==> src/rtl/mac_rx_fetch_ctrl.sv <==
// Receive fetch sequencer: pulls one frame at a time from the MAC client FIFO
// into a circular word buffer and publishes a (start, byte length) descriptor
// for each good frame. Frames with bad framing or too many words are discarded
// and counted.
module mac_rx_fetch_ctrl #(
  parameter int ADDR_W    = 13,
  parameter int MAX_WORDS = 384
) (
  input  logic              mac_clk_i,
  input  logic              mac_rst_i,
  input  logic [31:0]       mac_rxd_i,
  input  logic [1:0]        mac_ben_i,
  input  logic              mac_rxda_i,
  input  logic              mac_rxsop_i,
  input  logic              mac_rxeop_i,
  input  logic              mac_rxdv_i,
  output logic              mac_rxrqrd_o,
  output logic              buf_we_o,
  output logic [ADDR_W-1:0] buf_waddr_o,
  output logic [31:0]       buf_wdata_o,
  input  logic [ADDR_W-1:0] buf_rd_ptr_i,
  output logic              desc_valid_o,
  input  logic              desc_ready_i,
  output logic [ADDR_W-1:0] desc_start_o,
  output logic [10:0]       desc_len_o,
  output logic [15:0]       drop_cnt_o
);

  localparam int CNT_W = $clog2(MAX_WORDS + 1);

  typedef enum logic [1:0] {IDLE, FETCH, DROP, COMMIT} state_t;

  state_t            state;
  logic [ADDR_W-1:0] cmt_ptr;
  logic [ADDR_W-1:0] wr_ptr;
  logic [CNT_W-1:0]  wcnt;
  logic [ADDR_W-1:0] free_words;
  logic              space_ok;
  logic              bad_word;
  logic [2:0]        last_bytes;

  // One slot is always kept empty so full and empty are distinguishable.
  assign free_words = buf_rd_ptr_i - cmt_ptr - ADDR_W'(1);
  assign space_ok   = int'(free_words) >= MAX_WORDS;

  // Word 0 must carry sop, later words must not, and nothing past MAX_WORDS.
  assign bad_word = (wcnt == '0) ? !mac_rxsop_i
                                 : (mac_rxsop_i || (wcnt == CNT_W'(MAX_WORDS)));

  // ben 00 means a full word; otherwise ben is the byte count itself.
  assign last_bytes = {mac_ben_i == 2'b00, mac_ben_i};

  // Frame sequencer; every output is a register written here.
  always_ff @(posedge mac_clk_i or posedge mac_rst_i) begin
    if (mac_rst_i) begin
      state        <= IDLE;
      cmt_ptr      <= '0;
      wr_ptr       <= '0;
      wcnt         <= '0;
      mac_rxrqrd_o <= 1'b0;
      buf_we_o     <= 1'b0;
      buf_waddr_o  <= '0;
      buf_wdata_o  <= '0;
      desc_valid_o <= 1'b0;
      desc_start_o <= '0;
      desc_len_o   <= '0;
      drop_cnt_o   <= '0;
    end else begin
      buf_we_o <= 1'b0;
      case (state)
        IDLE: begin
          // Only start when a worst-case frame is guaranteed to fit.
          if (mac_rxda_i && space_ok) begin
            state        <= FETCH;
            mac_rxrqrd_o <= 1'b1;
            wr_ptr       <= cmt_ptr;
            wcnt         <= '0;
          end
        end
        FETCH: begin
          if (mac_rxdv_i) begin
            if (bad_word) begin
              // An error word carrying eop ends the discard right here.
              if (mac_rxeop_i) begin
                state        <= IDLE;
                mac_rxrqrd_o <= 1'b0;
                wr_ptr       <= cmt_ptr;
                if (drop_cnt_o != '1) drop_cnt_o <= drop_cnt_o + 16'd1;
              end else begin
                state <= DROP;
              end
            end else begin
              buf_we_o    <= 1'b1;
              buf_waddr_o <= wr_ptr;
              buf_wdata_o <= mac_rxd_i;
              wr_ptr      <= wr_ptr + ADDR_W'(1);
              wcnt        <= wcnt + CNT_W'(1);
              if (mac_rxeop_i) begin
                state        <= COMMIT;
                mac_rxrqrd_o <= 1'b0;
                desc_valid_o <= 1'b1;
                desc_start_o <= cmt_ptr;
                desc_len_o   <= 11'({wcnt, 2'b00}) + 11'(last_bytes);
              end
            end
          end
        end
        DROP: begin
          if (mac_rxdv_i && mac_rxeop_i) begin
            state        <= IDLE;
            mac_rxrqrd_o <= 1'b0;
            wr_ptr       <= cmt_ptr;
            if (drop_cnt_o != '1) drop_cnt_o <= drop_cnt_o + 16'd1;
          end
        end
        COMMIT: begin
          // Descriptor fields are left untouched until the handshake.
          if (desc_ready_i) begin
            state        <= IDLE;
            desc_valid_o <= 1'b0;
            cmt_ptr      <= wr_ptr;
          end
        end
        default: state <= IDLE;
      endcase
    end
  end

endmodule

==> config.mk <==
export PLATFORM = sky130hd
export DESIGN_NAME = mac_rx_fetch_ctrl
export DESIGN_NICKNAME = d
export VERILOG_FILES = /design/src/rtl/mac_rx_fetch_ctrl.sv
export SDC_FILE = /design/constraint.sdc
export NUM_CORES = 1
export LEC_CHECK = 0
export ABC_AREA = 1
export CAP_MARGIN = 25
export CELL_PAD_IN_SITES_DETAIL_PLACEMENT = 1
export CELL_PAD_IN_SITES_GLOBAL_PLACEMENT = 2
export CORE_UTILIZATION = 38
export CTS_BUF_LIST = sky130_fd_sc_hd__clkbuf_8
export CTS_CLUSTER_SIZE = 14
export DETAILED_ROUTE_END_ITERATION = 12
export DONT_BUFFER_PORTS = 1
export PLACE_DENSITY = 0.81
export SYNTH_ARGS = -nofsm -noshare
export SYNTH_HDL_FRONTEND = slang
export SYNTH_SLANG_ARGS = --single-unit
==> constraint.sdc <==
create_clock -name mac_clk_i -period 4.3 [get_ports mac_clk_i]
set_input_delay 0.645 -clock mac_clk_i [delete_from_list [all_inputs] [get_ports mac_clk_i]]
set_output_delay 0.645 -clock mac_clk_i [all_outputs]
set_load 0.005 [all_outputs]
After elaboration in Yosys (flattened, before gate mapping)

Cells that the tools add are included.

Register bits after elaboration: 125
Input port bits: 54
Output and inout bits: 88
Word-level logic and storage cells: 92

Add/subtract/negate cells: 6
$lt $le $gt $ge: 1
Equality and inequality tests: 14
Muxes and demuxes: 38
Bitwise logic cells: 1
Reductions and logical operators: 20

Operators with widths:

| cell                                                                    | number |
|---|---|
| 16-bit 2-to-1 mux                                                       | 5 |
| 13-bit 2-to-1 mux                                                       | 5 |
| 13-bit case mux with 3 select lines                                     | 1 |
| 16-bit case mux with 2 select lines                                     | 1 |
| 9-bit 2-to-1 mux                                                        | 3 |
| 5-bit AND reduction                                                     | 5 |
| 9-bit case mux with 2 select lines                                      | 1 |
| 16-bit by 1-bit adder with 16-bit output (second input constant)        | 1 |
| 16-bit != test (second input constant)                                  | 1 |
| 2-bit 2-to-1 mux                                                        | 7 |
| 2-bit != test (second input constant)                                   | 7 |
| 13-bit by 1-bit adder with 13-bit output (second input constant)        | 1 |
| 13-bit by 9-bit >= comparator with 1-bit output (second input constant) | 1 |
| 13-bit by 1-bit subtractor with 13-bit output (second input constant)   | 1 |
| 13-bit subtractor                                                       | 1 |
| 1-bit 2-to-1 mux                                                        | 12 |
| 11-bit by 3-bit adder with 11-bit output                                | 1 |
| 9-bit by 1-bit adder with 9-bit output (second input constant)          | 1 |
| 9-bit == test (second input constant)                                   | 1 |
| 9-bit zero test                                                         | 1 |
| 2-bit case mux with 4 select lines                                      | 1 |
| 4-bit AND reduction                                                     | 2 |
| 3-bit != test (second input constant)                                   | 2 |
| 2-bit nonzero test                                                      | 3 |
| 12 further kinds                                                        | 15 |

Logic depth before layout (Yosys ltp)

Gate-level depths: netlist of the first run.

Word-level depth: 6
Depth in mapped cells: 19
Mapped depth without buffers: 18

Least setup slack after synthesis of the first run

OpenSTA, ideal clock, no wires.

Path kind: input port to flip-flop
From: input buf_rd_ptr_i[0]
To: register wcnt[8]
Library setup time: 126 ps
Arrival: 2279 ps
Required time: 4174 ps
Path slack: 1895 ps
Cell stages on the path: 18
Buffers on the path: 1
Cell sequence: ha_1 inv_1 fa_1 inv_1 nand3_1 nand3_1 nand2_1 nand3_1 nand2_1 nand2_1 nand2_1 nand3_1 nand2_2 nand2_4 nand3_4 buf_2 nand2_1 o21ai_0

Word-level cells in the longest chain between the ends: 6

Ends and longest elaborated chain:

| what                                            | line | source |
|---|---|---|
| from (decl)                                     | 21   | `input logic [ADDR_W-1:0] buf_rd_ptr_i,` |
| 13-bit subtractor                               | 43   | `assign free_words = buf_rd_ptr_i - cmt_ptr - ADDR_W'(1);` |
| 13-bit by 1-bit subtractor with 13-bit output   | 43   |  |
| 13-bit by 9-bit >= comparator with 1-bit output | 44   | `assign space_ok = int'(free_words) >= MAX_WORDS;` |
| 1-bit logical AND                               | 73   | `if (mac_rxda_i && space_ok) begin` |
| 2-bit != test (no line)                         | n/a  |  |
| 4-bit AND reduction (no line)                   | n/a  |  |
| to (signal assigned)                            | 97   | `wcnt <= wcnt + CNT_W'(1);` |
| to (decl)                                       | 36   | `logic [CNT_W-1:0] wcnt;` |

No other way between the ends.
A chain may end at the register's enable or synchronous reset.

Worst setup path after layout of the first run

From: register state[1]
To: register desc_len_o[3]

Word-level cells in the longest chain between the ends: 2

Ends and longest elaborated chain:

| what                                     | line | source |
|---|---|---|
| from (decl)                              | 33   | `state_t state;` |
| from (signal assigned)                   | 56   | `state <= IDLE;` |
| from (signal assigned)                   | 74   | `state <= FETCH;` |
| from (signal assigned)                   | 85   | `state <= IDLE;` |
| 2-bit by 1-bit == test with 1-bit output | 70   | `case (state)` |
| 4-bit AND reduction (no line)            | n/a  |  |
| to (signal assigned)                     | 103  | `desc_len_o <= 11'({wcnt, 2'b00}) + 11'(last_bytes);` |
| to (decl)                                | 25   | `output logic [10:0] desc_len_o,` |

No other way between the ends.

==> flow_summary_export.csv, run 1 <==
group,metric,value,unit
run_status,status,"completed",
grt,grt_usage,0.195,
final_layout,fin_nets,859,
grt,grt_pass1_vias,5335,
cts,clk_latency,0.44,ns
final_layout,antennaDiodeCount,0,
cts,post_cts_buffers,0,
placed_design,place_congestion,0.823,
power_and_ir_drop,switching_power,1940,uW
logic_synthesis,ys_seq_area_frac,0.482,
power_and_ir_drop,cellInternalPower,2610,uW
timing,skew,0.0109,ns
worst_setup_path,crit_path_max_fanout,36,
power_and_ir_drop,leakage,0.00357,uW
floorplanning,coreArea,16600,um^2
worst_setup_path,critPathArrivalTime,3.08,ns
timing,worst_pin_slew,0.919,ns
logic_synthesis,syn_area_per_cell,8.32,um^2
floorplanning,fp-row-count,47,
floorplanning,die_w,133,um
cts,cts_resized,0,
floorplanning,boundaryPins,142,
power_and_ir_drop,ir_drop,0.228,mV
route,postRouteAntennaNets,0,
power_and_ir_drop,power_density,646,nW/um^2
timing,setup_violations,0,
grt,grt_pass1_wl,27.1,mm
floorplanning,start_util,0.390,
placed_design,hpwl,12.1,mm
cts,cts_hold_buffers,0,
route,vias_per_cell,4.92,
route,wirelength,16.3,mm
logic_synthesis,ys_ff_latch,125,
worst_setup_path,critPathTopFamily,"simple AND/OR/NAND/NOR gates",
logic_synthesis,synthArstFlopShare,1.00,
logic_synthesis,synth_area_leaders,"dfrtp_1 48%, nand2_1 16%, inv_1 4.8%",
timing,finalHoldViolations,0,
worst_setup_path,crit_chain,"inv_1 > ha_1 > nand2_2 > nor2_8 > mux2_2",
logic_synthesis,synth_edf_count,0,
cts,cts_tree,"built",
timing,drv_slew,0,
cts,cts_root_buf,"clkbuf_8",
worst_hold_path,hp-class,"in -> async",
route,wl_per_cell,16.1,um
logic_synthesis,ys_top_cells_by_count,"278 x nand2_1, 125 x dfrtp_1, 83 x inv_1",
route,drtIter0Drc,192,
floorplanning,die-area,17600,um^2
flow_run,max-cap-violations,0,
timing,period_minus_slack,2.75,ns
placed_design,io_buffer_count,0,
logic_synthesis,synth_flop_cell,"dfrtp_1",
route,dr.pass1.iters,4,
cts,htree_num_levels,4,
worst_setup_path,critPathKind,"reg -> reg",
logic_synthesis,synth_cells,781,
power_and_ir_drop,netSwitchingFraction,0.426,
route,vias,4993,
logic_synthesis,synth_top_area_frac,0.482,
timing,clock.fmax,0.363,GHz
timing,timing.slew.headroom,0.388,
cts,cts_made_buffers,17,
cts,clock-sinks,125,
grt,grt_max_degree,72,
worst_setup_path,cp-end-kind,"register",
final_layout,utilization,0.423,
timing,holdWs,0.239,ns
worst_setup_path,cpPeakStageDelay,0.63,ns
logic_synthesis,synth_cell_types,38,
worst_setup_path,cp_slowest_cell,"nor2_8",
final_layout,drive_above_1_share,0.0894,
power_and_ir_drop,power_frac_seq,0.430,
worst_setup_path,cp.required,4.62,ns
floorplanning,die_y,133,um
logic_synthesis,synthesis.area,6490,um^2
timing,rsz0062_at_grt,"false",
logic_synthesis,ys_warn_count,0,
power_and_ir_drop,combPwrFrac,0.353,
cts,clock_path_buffers,2,
grt,grt_antenna_before_repair,0,
final_layout,synthToLayoutAreaGrowth,8.38,%
logic_synthesis,yosysMostFrequentCell,"nand2_1",
worst_setup_path,critPathLaunchType,"register",
worst_setup_path,worst-path-buf-inv,1,
timing,fin_tns_setup,0,ns
power_and_ir_drop,clkPwrFrac,0.217,
grt,grt-ovfl-total,0,
route,drc,0,
timing,finalCritPeriodShare,0.640,
logic_synthesis,synth_top_area_cell,"dfrtp_1",
cts,path_clk_slew,0.08,ns
logic_synthesis,syn_nets,859,
==> metal layers <==
layer,global-route usage,part of all wire,up-vias
li1,-,-,2463
met1,0.223,0.42,2432
met2,0.348,0.52,81
met3,0.0556,0.047,17
met4,0.0658,0.015,0
met5,0,0,-
==> cells in the final DEF (no fill, tap or decap), types with 2 or more instances in the layout <==
| cell type | instances |
|---|---|
| xnor2_1 | 7 |
| clkinv_4 | 3 |
| clkinv_2 | 2 |
| o21a_1 | 14 |
| nand3_4 | 2 |
| nand2_1 | 278 |
| or2_2 | 2 |
| a21oi_1 | 10 |
| ha_1 | 23 |
| nand3_1 | 34 |
| mux2_4 | 5 |
| nor3_1 | 9 |
| buf_4 | 3 |
| dfrtp_1 | 125 |
| nor2_4 | 2 |
| nor2_1 | 33 |
| o21ai_0 | 51 |
| inv_1 | 83 |
| xor2_1 | 26 |
| nand2_2 | 4 |
| inv_6 | 4 |
| nand4_1 | 12 |
| mux2_2 | 6 |
| o21ai_1 | 13 |
| nand3_2 | 2 |
| clkinvlp_4 | 3 |
| nand2_4 | 2 |
| clkbuf_8 | 17 |
| inv_2 | 6 |
==> power by group through the flow <==
stage          registers, uW  clock network [uW]  logic, uW
2_1_floorplan           1860                   0       1310
3_3_place_gp            1970                   0       1560
3_5_place_dp            1990                   0       1640
4_1_cts                 1960                1030       1640
5_1_grt                 2010                1070       1880
6_report                1960                 986       1610
==> state kept, by name (all words and copies together) (netlist names) <==
name          count
cmt_ptr          13
drop_cnt_o       16
buf_wdata_o      32
buf_we_o          1
desc_start_o     13
mac_rxrqrd_o      1
wcnt              9
state             2
desc_len_o       11
desc_valid_o      1
buf_waddr_o      13
wr_ptr           13
==> final cells by class <==
cell class | instances | area, um^2
clock buffer | 17 | 234
fill | 2016 | 9600
timing repair buffer | 3 | 22.5
multi-input combinational | 545 | 2900
tap | 220 | 275
clock inverter | 15 | 139
inverter | 89 | 337
sequential | 125 | 3130
==> metrics by stage <==
step                      worst slack [ns]  power (uW)  cell area (um^2)  std cells
final                                 1.55        4550              7040       1014
after global routing                  1.32        4950              7040       1014
after detailed placement              1.50        3620              6670        982
after CTS                             1.48        4640              7040       1014
after floorplan                      0.327        3170              6490        781
after global placement                1.59        3530              6670        982
==> cell families (layout without fill, tap and decap cells) <==
family / Yosys count / count (layout) / synth area share
buffers and inverters: 111 / 124 / 0.0713
DFF: 125 / 125 / 0.482
AOI/OAI and AO/OA: 91 / 91 / 0.0778
adders and majority gates: 24 / 24 / 0.0474
muxes: 11 / 11 / 0.0220
and+or+nand+nor: 386 / 386 / 0.255
xor gates and xnor gates: 33 / 33 / 0.0445
==> final timing paths <==
path | from | end | slack (ns) | depth (start not counted)
worst max register to register | state[1]$_DFFE_PP0P_ | desc_len_o[3]$_DFFE_PP0P_ | 1.55 | 5
min in group mac_clk_i | mac_rxd_i[4] | buf_wdata_o[4]$_DFFE_PP0P_ | 0.32 | 2
worst min-delay path | mac_rst_i | buf_wdata_o[17]$_DFFE_PP0P_ | 0.24 | 1
worst max-delay path | state[1]$_DFFE_PP0P_ | desc_len_o[3]$_DFFE_PP0P_ | 1.55 | 5
worst min register to register | cmt_ptr[7]$_DFFE_PP0P_ | cmt_ptr[7]$_DFFE_PP0P_ | 0.49 | 2
max in group asynchronous | mac_rst_i | buf_waddr_o[10]$_DFFE_PP0P_ | 3.10 | 2
No activity file was read; power rests on OpenSTA's default activity.
==> run 2, diff against run 1 <==
Clock period 4.3 ns to 2.8 ns, I/O delays scaled along.
==> run 2 against run 1 <==
Via count increased by 1.8%. Die area unchanged. Core utilization increased by 0.77 points. Setup slack got worse by 1.3 ns. Routed wire length increased by 1.9%. Hold slack got worse by 0.15 ns. Clock-buffer cell count unchanged. Cell area increased by 1.8%. Critical path depth increased by 13. Total power increased by 60%. Critical path type unchanged. Largest cell class unchanged.
==> flow_summary_export.csv, run 2 (synthesis results as in run 1) <==
group,metric,value,unit
run_status,status,"completed",
cts,clk_latency,0.44,ns
route,dr.pass1.iters,4,
worst_setup_path,path_depth,18,
cts,path_clk_slew,0.08,ns
cts,htree_num_levels,4,
timing,rsz0062_at_grt,"true",
timing,drv_slew,0,
final_layout,antennaDiodeCount,0,
worst_setup_path,critPathLaunchType,"register",
placed_design,io_buffer_count,0,
placed_design,dp_slack,0.190,ns
final_layout,final_common_cell,"nand2_1",
floorplanning,die-area,17600,um^2
worst_setup_path,cp.required,3.12,ns
floorplanning,start_util,0.390,
worst_setup_path,cpPeakStageDelay,0.38,ns
timing,setup_slack,0.261,ns
route,vias,5081,
worst_setup_path,r2r_start,"cmt_ptr[0]$_DFFE_PP0P_",
floorplanning,coreArea,16600,um^2
timing,clock.fmax,0.394,GHz
final_layout,utilization,0.431,
cts,cts_root_buf,"clkbuf_8",
timing,setup_violations,0,
worst_hold_path,whs_path_depth,2,
timing,period_minus_slack,2.54,ns
route,drtIter0Drc,169,
cts,clock-sinks,125,
worst_setup_path,critPathKind,"reg -> reg",
floorplanning,die_w,133,um
worst_hold_path,hold_start,"mac_rxd_i[10]",
timing,fin_tns_setup,0,ns
final_layout,fin_nets,866,
worst_setup_path,worst-path-buf-inv,3,
timing,finalCritPeriodShare,0.907,
worst_setup_path,critPathArrivalTime,2.86,ns
worst_setup_path,crit_chain,"inv_1 > ha_2 > inv_1 > fa_1 > inv_1 > nand3_1 > nand3_1 > nand2_1 > nand3_1 > nand2_1 > nand2_1 > nand2_1 > nand3_1 > nand2_2 > nand2_4 > nand3_4 > nand2_1 > o21ai_0",
worst_setup_path,cpMostUsedCell,"nand2_1",
floorplanning,die_y,133,um
grt,grt_pass1_vias,5472,
final_layout,reg_top3,"buf_wdata_o x32, drop_cnt_o x16",
grt,globalRouteMet2Util,0.351,
cts,cts_tree,"built",
flow_run,max-cap-violations,0,
route,wl_per_cell,16.3,um
final_layout,drive_above_1_share,0.0986,
power_and_ir_drop,ir_drop,0.332,mV
grt,gr-usage-met3,0.0517,
timing,worst_pin_slew,0.878,ns
worst_setup_path,r2r_cells,18,
route,vias_per_cell,4.98,
timing,finalHoldViolations,0,
route,drc,0,
grt,use_met1,0.224,
timing,skew,0.00979,ns
power_and_ir_drop,power_density,1020,nW/um^2
worst_setup_path,cp-end-kind,"register",
floorplanning,fp-row-count,47,
timing,holdWs,0.0916,ns
final_layout,synthToLayoutAreaGrowth,10.4,%
route,wirelength,16.6,mm
placed_design,hpwl,12.4,mm
final_layout,largest_reg_flops,32,
power_and_ir_drop,power,7290,uW
worst_setup_path,critPathTopFamily,"simple AND/OR/NAND/NOR gates",
final_layout,top_register,"buf_wdata_o",
placed_design,place_congestion,0.808,
worst_setup_path,crit_path_max_fanout,18,
cts,clock_path_buffers,2,
route,postRouteAntennaNets,0,
worst_hold_path,hp-class,"in -> reg",
worst_setup_path,cp_slowest_cell,"dfrtp_1",
cts,cts_made_buffers,17,
grt,grt-busiest-layer,"met2",
grt,grt_usage,0.197,
grt,grt_pass1_wl,27.5,mm
power_and_ir_drop,leakage,0.00364,uW
final_layout,layout_common_cells,"278 x nand2_1, 125 x dfrtp_1, 82 x inv_1, 48 x o21ai_0, 34 x nand3_1",
grt,grt-ovfl-total,0,
floorplanning,boundaryPins,142,
grt,grt_antenna_before_repair,0,
timing,timing.slew.headroom,0.415,
grt,grt_max_degree,59,
worst_setup_path,startpoint,"cmt_ptr[0]$_DFFE_PP0P_",
run 2: through the flow:
step,area (um^2),std cells
floorplan,6500,781
global placement,6720,987
detailed placement,6720,987
CTS,7150,1020
global route,7170,1021
finish,7170,1021
run 2: per-layer routing:
metal  part of all wire  vias to the layer above
met5                  0                        -
met4              0.021                        0
met3              0.042                       26
met2               0.52                       86
met1               0.42                     2483
li1                   -                     2486
run 2: worst reg2reg max path, cell delays in order, from the launching register on:
cell and delay (ns):
dfrtp_1 0.38, inv_1 0.10, ha_2 0.21, inv_1 0.05, fa_1 0.35, inv_1 0.08
nand3_1 0.06, nand3_1 0.12, nand2_1 0.09, nand3_1 0.07, nand2_1 0.05, nand2_1 0.05
nand2_1 0.05, nand3_1 0.12, nand2_2 0.09, nand2_4 0.12, nand3_4 0.20, nand2_1 0.12
o21ai_0 0.09
run 2: what timing repair did:
action | 4_1_cts | 5_1_grt
hold buffers | 1 | 0
endpoints found under the hold margin | 18 | 0
gates resized for setup | 0 | 5
buffers inserted | 0 | 0
setup endpoints to repair | 0 | 13
run 2: area by class of cell:
cell class | count | area, um^2
Clock buffer | 17 | 234
Inverter | 89 | 338
Clock inverter | 15 | 186
Tap cell | 220 | 275
Multi-Input combinational cell | 546 | 2920
Sequential cell | 125 | 3130
Fill cell | 2036 | 9470
Timing Repair Buffer | 9 | 82.6
run 2: path summary, 6_finish.rpt:
kind / endpoint / slack, ns
worst max register to register: wcnt[2]$_DFFE_PP0P_ / 0.26
worst max-delay path: wcnt[2]$_DFFE_PP0P_ / 0.26
max in group asynchronous: buf_wdata_o[27]$_DFFE_PP0P_ / 1.50
worst min register to register: cmt_ptr[2]$_DFFE_PP0P_ / 0.49
worst min-delay path: buf_wdata_o[10]$_DFFE_PP0P_ / 0.09
min in group asynchronous: buf_waddr_o[6]$_DFFE_PP0P_ / 0.48
run 2: where the power goes:
| group | internal (uW) | switching, uW | total (uW) | leakage, uW |
|---|---|---|---|---|
| registers | 2440 | 560 | 3000 | 0.00162 |
| clock network | 898 | 805 | 1700 | 0.000217 |
| logic | 896 | 1690 | 2590 | 0.00180 |
